<file path="config.mk">
export PLATFORM = sky130hd
export DESIGN_NAME = control_sequencer
export DESIGN_NICKNAME = d
export VERILOG_FILES = /design/src/rtl/control_sequencer.sv
export SDC_FILE = /design/constraint.sdc
export NUM_CORES = 1
export LEC_CHECK = 0
export CAP_MARGIN = 40
export CORE_UTILIZATION = 43
export DETAILED_ROUTE_END_ITERATION = 10
export HOLD_SLACK_MARGIN = 0.05
export PLACE_DENSITY_LB_ADDON = 0.1
export SYNTH_ARGS = -nofsm -noshare
export SYNTH_HDL_FRONTEND = slang
export SYNTH_SLANG_ARGS = --single-unit
</file>
<file path="constraint.sdc">
create_clock -name clk -period 1.99 [get_ports clk]
set_clock_uncertainty 0.05 [all_clocks]
set_input_delay 0.199 -clock clk [delete_from_list [all_inputs] [get_ports clk]]
set_output_delay 0.199 -clock clk [all_outputs]
set_load 0.01 [all_outputs]
</file>
<file path="src/rtl/control_sequencer.sv">
// Control unit for the accumulator datapath: a fixed fetch/decode/execute
// sequence that drives load/increment/select strobes, plus halt handling and a retired-instruction counter.
module control_sequencer #(
    parameter int CNT_W = 16
) (
    input  logic             clk,
    input  logic             reset_cu,
    input  logic             start,
    input  logic [3:0]       ir_opcode,
    input  logic             r_zero,
    output logic             HLT,
    output logic             INC,
    output logic             REPC,
    output logic             REIR,
    output logic             REDMEM,
    output logic             RER,
    output logic [1:0]       cu_A,
    output logic [1:0]       cu_B,
    output logic [2:0]       seq_state,
    output logic [CNT_W-1:0] instr_count
);

    localparam logic [3:0] OP_HLT   = 4'd0;
    localparam logic [3:0] OP_LOAD  = 4'd1;
    localparam logic [3:0] OP_STORE = 4'd2;
    localparam logic [3:0] OP_ADD   = 4'd3;
    localparam logic [3:0] OP_SUB   = 4'd4;
    localparam logic [3:0] OP_AND   = 4'd5;
    localparam logic [3:0] OP_OR    = 4'd6;
    localparam logic [3:0] OP_LDI   = 4'd7;
    localparam logic [3:0] OP_JMP   = 4'd8;
    localparam logic [3:0] OP_JZ    = 4'd9;

    localparam logic [1:0] SEL_R    = 2'b00;
    localparam logic [1:0] SEL_DMEM = 2'b01;
    localparam logic [1:0] SEL_OPND = 2'b10;
    localparam logic [1:0] SEL_ZERO = 2'b11;

    typedef enum logic [2:0] {
        S_IDLE   = 3'd0,
        S_FETCH  = 3'd1,
        S_LOADIR = 3'd2,
        S_DECODE = 3'd3,
        S_EXEC   = 3'd4,
        S_NEXTPC = 3'd5,
        S_HALT   = 3'd6,
        S_BAD    = 3'd7
    } state_t;

    state_t state, state_next;
    logic [CNT_W-1:0] count_q;

    always_ff @(posedge clk or negedge reset_cu) begin
        if (!reset_cu) begin
            state <= S_IDLE;
        end else begin
            state <= state_next;
        end
    end

    // Each pass through NEXTPC retires exactly one instruction, including a resumed HLT.
    always_ff @(posedge clk or negedge reset_cu) begin
        if (!reset_cu) begin
            count_q <= '0;
        end else if (state == S_NEXTPC) begin
            count_q <= count_q + CNT_W'(1);
        end
    end

    always_comb begin
        state_next = state;
        case (state)
            S_IDLE:   state_next = start ? S_FETCH : S_IDLE;
            S_FETCH:  state_next = S_LOADIR;
            S_LOADIR: state_next = S_DECODE;
            S_DECODE: state_next = (ir_opcode == OP_HLT) ? S_HALT : S_EXEC;
            S_EXEC:   state_next = S_NEXTPC;
            S_NEXTPC: state_next = S_FETCH;
            S_HALT:   state_next = start ? S_NEXTPC : S_HALT;
            S_BAD:    state_next = S_IDLE;
            default:  state_next = S_IDLE;
        endcase
    end

    // Strobes depend only on registered state and the datapath status, never on start.
    always_comb begin
        HLT    = 1'b0;
        INC    = 1'b0;
        REPC   = 1'b0;
        REIR   = 1'b0;
        REDMEM = 1'b0;
        RER    = 1'b0;
        cu_A   = SEL_R;
        cu_B   = SEL_R;
        case (state)
            S_LOADIR: REIR = 1'b1;
            S_EXEC: begin
                case (ir_opcode)
                    OP_LOAD: begin
                        RER  = 1'b1;
                        cu_A = SEL_ZERO;
                        cu_B = SEL_DMEM;
                    end
                    OP_LDI: begin
                        RER  = 1'b1;
                        cu_A = SEL_ZERO;
                        cu_B = SEL_OPND;
                    end
                    OP_ADD, OP_SUB, OP_AND, OP_OR: begin
                        RER  = 1'b1;
                        cu_A = SEL_R;
                        cu_B = SEL_DMEM;
                    end
                    OP_STORE: REDMEM = 1'b1;
                    default: ;
                endcase
            end
            S_NEXTPC: begin
                if (ir_opcode == OP_JMP || (ir_opcode == OP_JZ && r_zero)) begin
                    REPC = 1'b1;
                end else begin
                    INC = 1'b1;
                end
            end
            S_HALT: HLT = 1'b1;
            default: ;
        endcase
    end

    assign seq_state   = state;
    assign instr_count = count_q;

endmodule

</file>
==> impl_metrics.env <==
export IMPL_setup_violations_final=0
export IMPL_critical_path_class="register to output pin"
export IMPL_synth_seq_cells=19
export IMPL_drtIter0Drc=0
export IMPL_max_cap_violations=0
export IMPL_relSlewSlack_pct=79.75
export IMPL_cts_tree="done"
export IMPL_crit_required_ns=1.74
export IMPL_hpwl_mm=1.474
export IMPL_arrival_ns=1.59
export IMPL_seq_area_sq_um=476.7
export IMPL_power_leakage_nw=0.6877
export IMPL_syn_area_per_cell_sq_um=10.53
export IMPL_syn_to_final_growth_pct=43.93
export IMPL_cpMaxStageDelayCell="clkdlybuf4s50_1"
export IMPL_grt_pass1_wl_mm=3.484
export IMPL_vias_per_cell=5.050
export IMPL_numPortBuffers=36
export IMPL_start_util_pct=47.98
export IMPL_startpoint_type="register"
export IMPL_wl_mm=1.937
export IMPL_maxSlewViolCount=0
export IMPL_gr_total_overflow=0
export IMPL_die_w_microns=49.73
export IMPL_path_buf_inv=2
export IMPL_final_common_cell="clkdlybuf4s50_1"
export IMPL_grt_pass1_vias=783
export IMPL_yosysWarnings=0
export IMPL_coreArea_sq_um=2042
export IMPL_grt_usage_pct=18.25
export IMPL_peakVddDrop_mv=0.6344
export IMPL_outcome="complete, no violations"
export IMPL_post_place_cells=156
export IMPL_min_path_type="primary input to asynchronous set/reset pin"
export IMPL_n_fill_cell=185
export IMPL_first_pass_iters=1
export IMPL_cp_top_family="buffers and inverters"
export IMPL_wire_per_inst_microns=12.11
export IMPL_clockRootBuffer="clkbuf_4"
export IMPL_postSynthCellCount=93
export IMPL_dp_slack_ns=-0.01578
export IMPL_antenna_found_initial=0
export IMPL_cts_max_level=1
export IMPL_timing_hold_ws_ns=0.1798
export IMPL_final_cell_mix="28 x clkdlybuf4s50_1, 18 x dfrtp_1, 10 x xnor2_1"
export IMPL_power_density_nw_per_um2=875.0
export IMPL_route_detailed_drc=0
export IMPL_syn_area_sq_um=979.7
export IMPL_layout_nets=143
export IMPL_hold_viol_final=0
export IMPL_crit_chain="buf_4 > nor3_1 > clkdlybuf4s50_1"
export IMPL_syn_num_nets=102
export IMPL_fmax_ghz=0.5437
export IMPL_grt_max_degree=20
export IMPL_final_cell_count_no_fill=160
export IMPL_num_rows=16
export IMPL_rsz0062_at_grt="no"
export IMPL_stdcell_area_sq_um=1410
export IMPL_clk_path_buf_depth=2
export IMPL_cts_sinks=19
export IMPL_cts_resized=9
export IMPL_setup_ws_ns=0.1509
export IMPL_worst_pin_slew_ns=0.3012
export IMPL_cp_end_kind="output pin"
export IMPL_cts_buffers=3
export IMPL_vias=808
export IMPL_cp_slowest_stage_delay_ns=0.56
export IMPL_ant_nets=0
export IMPL_multi_input_area_sq_um=484.2
export IMPL_clk_pin_slew_worst_paths_ns=0.11
export IMPL_clk_latency_ns=0.29
export IMPL_die_h_microns=49.73
export IMPL_period_needed_ns=1.839
export IMPL_fp_dieArea_sq_um=2473
export IMPL_post_route_period_util_pct=92.42
export IMPL_crit_path_max_fanout=7
export IMPL_dpl_cell_area_sq_um=1383
export IMPL_post_cts_buffers=0
export IMPL_seq_area_frac_synth_pct=48.53
export IMPL_antenna_cells=0
export IMPL_num_io_pins=37
export IMPL_final_layout_size_suffix_gt1_share_pct=11.28
export IMPL_gp_congestion=0.7566
export IMPL_cts_hold_buffers=0
export IMPL_synth_cell_types=28
[power by group]
| part | leakage [nW] | internal (mW) | switching (mW) | total (mW) |
|---|---|---|---|---|
| Clock | 0.0177 | 0.0747 | 0.119 | 0.194 |
| Combinational | 0.416 | 0.274 | 0.238 | 0.512 |
| Sequential | 0.254 | 0.453 | 0.0752 | 0.528 |
[stage by stage]
stage                TNS, ns  power, mW  utilization [%]
floorplan                  0     0.7863                -
global placement           0      1.042            67.71
detailed placement  -0.01578      1.057            67.71
CTS                        0      1.255            68.93
global route               0      1.316            69.06
finish                     0      1.234            69.06
[registers in the layout, summed over array words and instances (netlist names)]
register and count:
seq_state 3, instr_count 16
[metal layers]
metal	GRT usage (%)	up-vias	share of wire, %
met3	3.704	4	6.1
met1	22.00	374	45
li1	-	403	-
met5	0	-	0
met4	7.143	0	1.4
met2	31.53	27	48
[synth_stat cells]
master	count	share of area [%]
ha_1	1	1.3
mux2_2	1	1.1
nor2_1	8	3.1
o21a_1	1	0.77
xor2_1	6	5.4
o21ai_0	2	1.0
nand2_1	8	3.1
xnor2_1	10	8.9
buf_2	2	1.0
buf_4	1	0.77
nand4_1	3	1.9
nand4_2	1	1.3
and3_1	3	1.9
nand2b_1	3	1.9
dfrtp_1	19	49
nor3_1	4	2.0
nor4_2	1	1.3
nand3b_4	1	2.0
inv_1	1	0.38
and2_1	2	1.3
nand3_1	7	3.6
and4b_1	1	1.0
clkbuf_1	1	0.38
o2bb2ai_1	1	0.89
a31oi_1	2	1.3
and4_1	1	0.89
nor4_4	1	2.2
or4_1	1	0.77
[cells by family (layout without fill, tap and decap cells)]
family          count (synthesis)  in the layout  share of synthesized area (%)
compound gates                  6              6                          3.959
xor+xnor                       16             16                          14.30
fa+ha+maj                       1              1                          1.277
buf+inv                         5             45                          2.554
flops                          19             19                          48.53
mux                             1              1                          1.149
simple gates                   45             45                          28.23
[worst reg2reg max path: cells and delay by family, from the launching register on]
| kind | cells | cell delay, ns |
|---|---|---|
| and+or+nand+nor | 3 | 0.69 |
| DFF | 1 | 0.44 |
| adders and majority gates | 1 | 0.17 |
| xor gates and xnor gates | 1 | 0.12 |
[layout make-up]
class | count | area share, %
inverters | 1 | 0.2662
repair buffers | 40 | 27.24
clock buffers | 3 | 1.597
multi-input cells | 69 | 34.34
flip-flops and latches | 19 | 33.81
well taps | 27 | 2.396
clock inverters | 1 | 0.3549
[path summary, 6_finish.rpt]
| kind | startpoint | end | slack [ns] | cells after the start |
|---|---|---|---|---|
| min in group clk | instr_count[15] | instr_count[15] | 0.43 | 1 |
| max in group asynchronous | reset_cu | seq_state[1] | 1.50 | 2 |
| setup reg to reg | instr_count[0] | instr_count[14] | 0.41 | 5 |
| setup / recovery | seq_state[2] | REIR | 0.15 | 3 |
| hold reg to reg | instr_count[15] | instr_count[15] | 0.43 | 1 |
| hold / removal | reset_cu | instr_count[4] | 0.18 | 2 |
Note: power is estimated with default switching activity, not from simulation.
==> variant: new RTL, same flow settings <==
Reset style: synchronous (`reset_cu`), changed in 2 clocked blocks.
--- a/src/rtl/control_sequencer.sv
+++ b/src/rtl/control_sequencer.sv
@@ -50,7 +50,7 @@
     state_t state, state_next;
     logic [CNT_W-1:0] count_q;
 
-    always_ff @(posedge clk or negedge reset_cu) begin
+    always_ff @(posedge clk) begin
         if (!reset_cu) begin
             state <= S_IDLE;
         end else begin
@@ -59,7 +59,7 @@
     end
 
     // Each pass through NEXTPC retires exactly one instruction, including a resumed HLT.
-    always_ff @(posedge clk or negedge reset_cu) begin
+    always_ff @(posedge clk) begin
         if (!reset_cu) begin
             count_q <= '0;
         end else if (state == S_NEXTPC) begin
Function: differs if reset_cu is asserted again (counterexample within 4 cycles, from zero or initial values and one cycle with reset_cu low); with reset_cu held inactive, the same outputs for 10 cycles.
==> variant against the unedited design <==
- design area up 5.5%
- area after synthesis is 3.4% higher
- routed wire length rose by 20%
- first-iteration DRC count rose by 19
- global-route usage increased by 1.3 points
- core utilization fell by 1.8 points
- non-clock buffer count grew 3
- final cell count is 20% higher
- setup slack lost 0.045 ns
- sequential cell count stayed put
- synthesized cell count up 30%
- critical endpoint is now cu_A[1]
Power is not compared: it rests on default switching activity, and its combinational part moved more than twofold at a synthesized area within 25%.
==> variant: results (changes against the unedited design) <==
stage,metric,value,unit,change
route,finalWirelength,2320,µm,was 1940 µm
synth,synth_area_leaders,"dfxtp_1 (38%), nand2_1 (6.3%), and2_1 (4.9%), mux2i_1 (4.9%), xnor2_1 (4.3%)",,"was dfrtp_1 (49%), xnor2_1 (8.9%), xor2_1 (5.4%), nand3_1 (3.6%), nand2_1 (3.1%)"
final_layout,layout-drive-gt1-share,11.6,%,was 11.3%
grt,grt_util_met2,33.8,%,was 31.5%
critical_path,cp_top_family,simple AND/OR/NAND/NOR gates,,was buffers and inverters
synth,synthesis.nets,130,,was 102
final_layout,num-nets-final,174,,was 143
worst_hold_path,hold_path.class,reg2reg,,was in2async
synth,ys_dominant_reg_cell,dfxtp_1,,was dfrtp_1
critical_path,critPathMaxFanout,4,,was 7
synth,async_flop_share,0,%,was 100%
grt,met3_usage,3.94,%,was 3.70%
place,dpl_worst_slack,-0.00496,ns,was -0.0158 ns
route,met2WireLength,1110,µm,was 923 µm
critical_path,reg2reg_slack,0.21,ns,was 0.41 ns
place,place_hpwl,1630,µm,was 1470 µm
critical_path,slowest_delay,0.34,ns,was 0.56 ns
grt,grt_first_pass_wirelength,3760,µm,was 3480 µm
critical_path,cp_slowest_cell,dfxtp_1,,was clkdlybuf4s50_1
synth,yosys-top-cells-count,"dfxtp_1 (19), nand2_1 (17), and2_1 (8), nor2_1 (7), nand2b_1 (6)",,"was dfrtp_1 (19), xnor2_1 (10), nand2_1 (8), nor2_1 (8), nand3_1 (7)"
critical_path,regToRegEndpoint,instr_count[12]$_SDFFE_PN0P_,,was instr_count[14]$_DFFE_PN0P_
sta,tightestPinTransition,0.271,ns,was 0.301 ns
outcome,outcome,completed,,unchanged
route,dr.first_iter.drc_count,19,,was 0
grt,grt_use_met1,23.2,%,was 22.0%
-- variant: final cells by class --
class	instances	area (µm²)	share of cell area, %
Tap cell	28	35.0	2.35
Multi-Input combinational cell	95	626	42.1
Timing Repair Buffer	43	408	27.4
Inverter	3	11.3	0.757
Clock buffer	4	26.3	1.77
Sequential cell	19	382	25.7
-- variant: cell families (layout without fill, tap and decap cells) --
group           Yosys count  in the layout  synth area share (%)
simple gates             68             68                  38.1
flops                    19             19                  37.5
compound gates           14             14                  9.01
xor+xnor                  7              7                  6.05
buf+inv                   7             50                  3.09
mux                       5              5                  4.94
fa+ha+maj                 1              1                  1.23
-- variant: worst reg2reg max path: stages (launching register included) --
cell      delay [ns]
dfxtp_1         0.34
buf_4           0.17
nand3b_4        0.13
or4_4           0.57
or3_1           0.33
a21boi_1        0.14
-- variant: repair_timing --
action / CTS / global route
resized for setup: 10 / 2
pin swaps: 0 / 0
setup endpoints to repair: 6 / 3
-- variant: worst max path at each step --
stage / from / endpoint / slack (ns) / cells past startpoint
6_report: seq_state[2]$_SDFF_PN0_ / cu_A[1] / 0.11 / 5
3_5_place_dp: ir_opcode[2] / cu_B[0] / -0.005 / 5
5_1_grt: ir_opcode[1] / REPC / 0.008 / 5
4_1_cts: seq_state[1]$_SDFF_PN0_ / REIR / 0.02 / 3
2_1_floorplan: seq_state[0]$_SDFF_PN0_ / instr_count[10]$_SDFFE_PN0P_ / 0.22 / 5
3_3_place_gp: ir_opcode[2] / cu_B[0] / 0.06 / 5
-- variant: metrics by stage --
stage	TNS (ns)	hold slack, ns	instances	utilization, %	cell area [µm²]
after global routing	0	0.464	192	67.3	1490
after global placement	0	0.405	188	65.2	1440
final	0	0.433	192	67.3	1490
after detailed placement	-0.00496	0.418	188	65.2	1440
after CTS	0	0.434	192	67.1	1480
after floorplan	0	0.301	121	-	1010
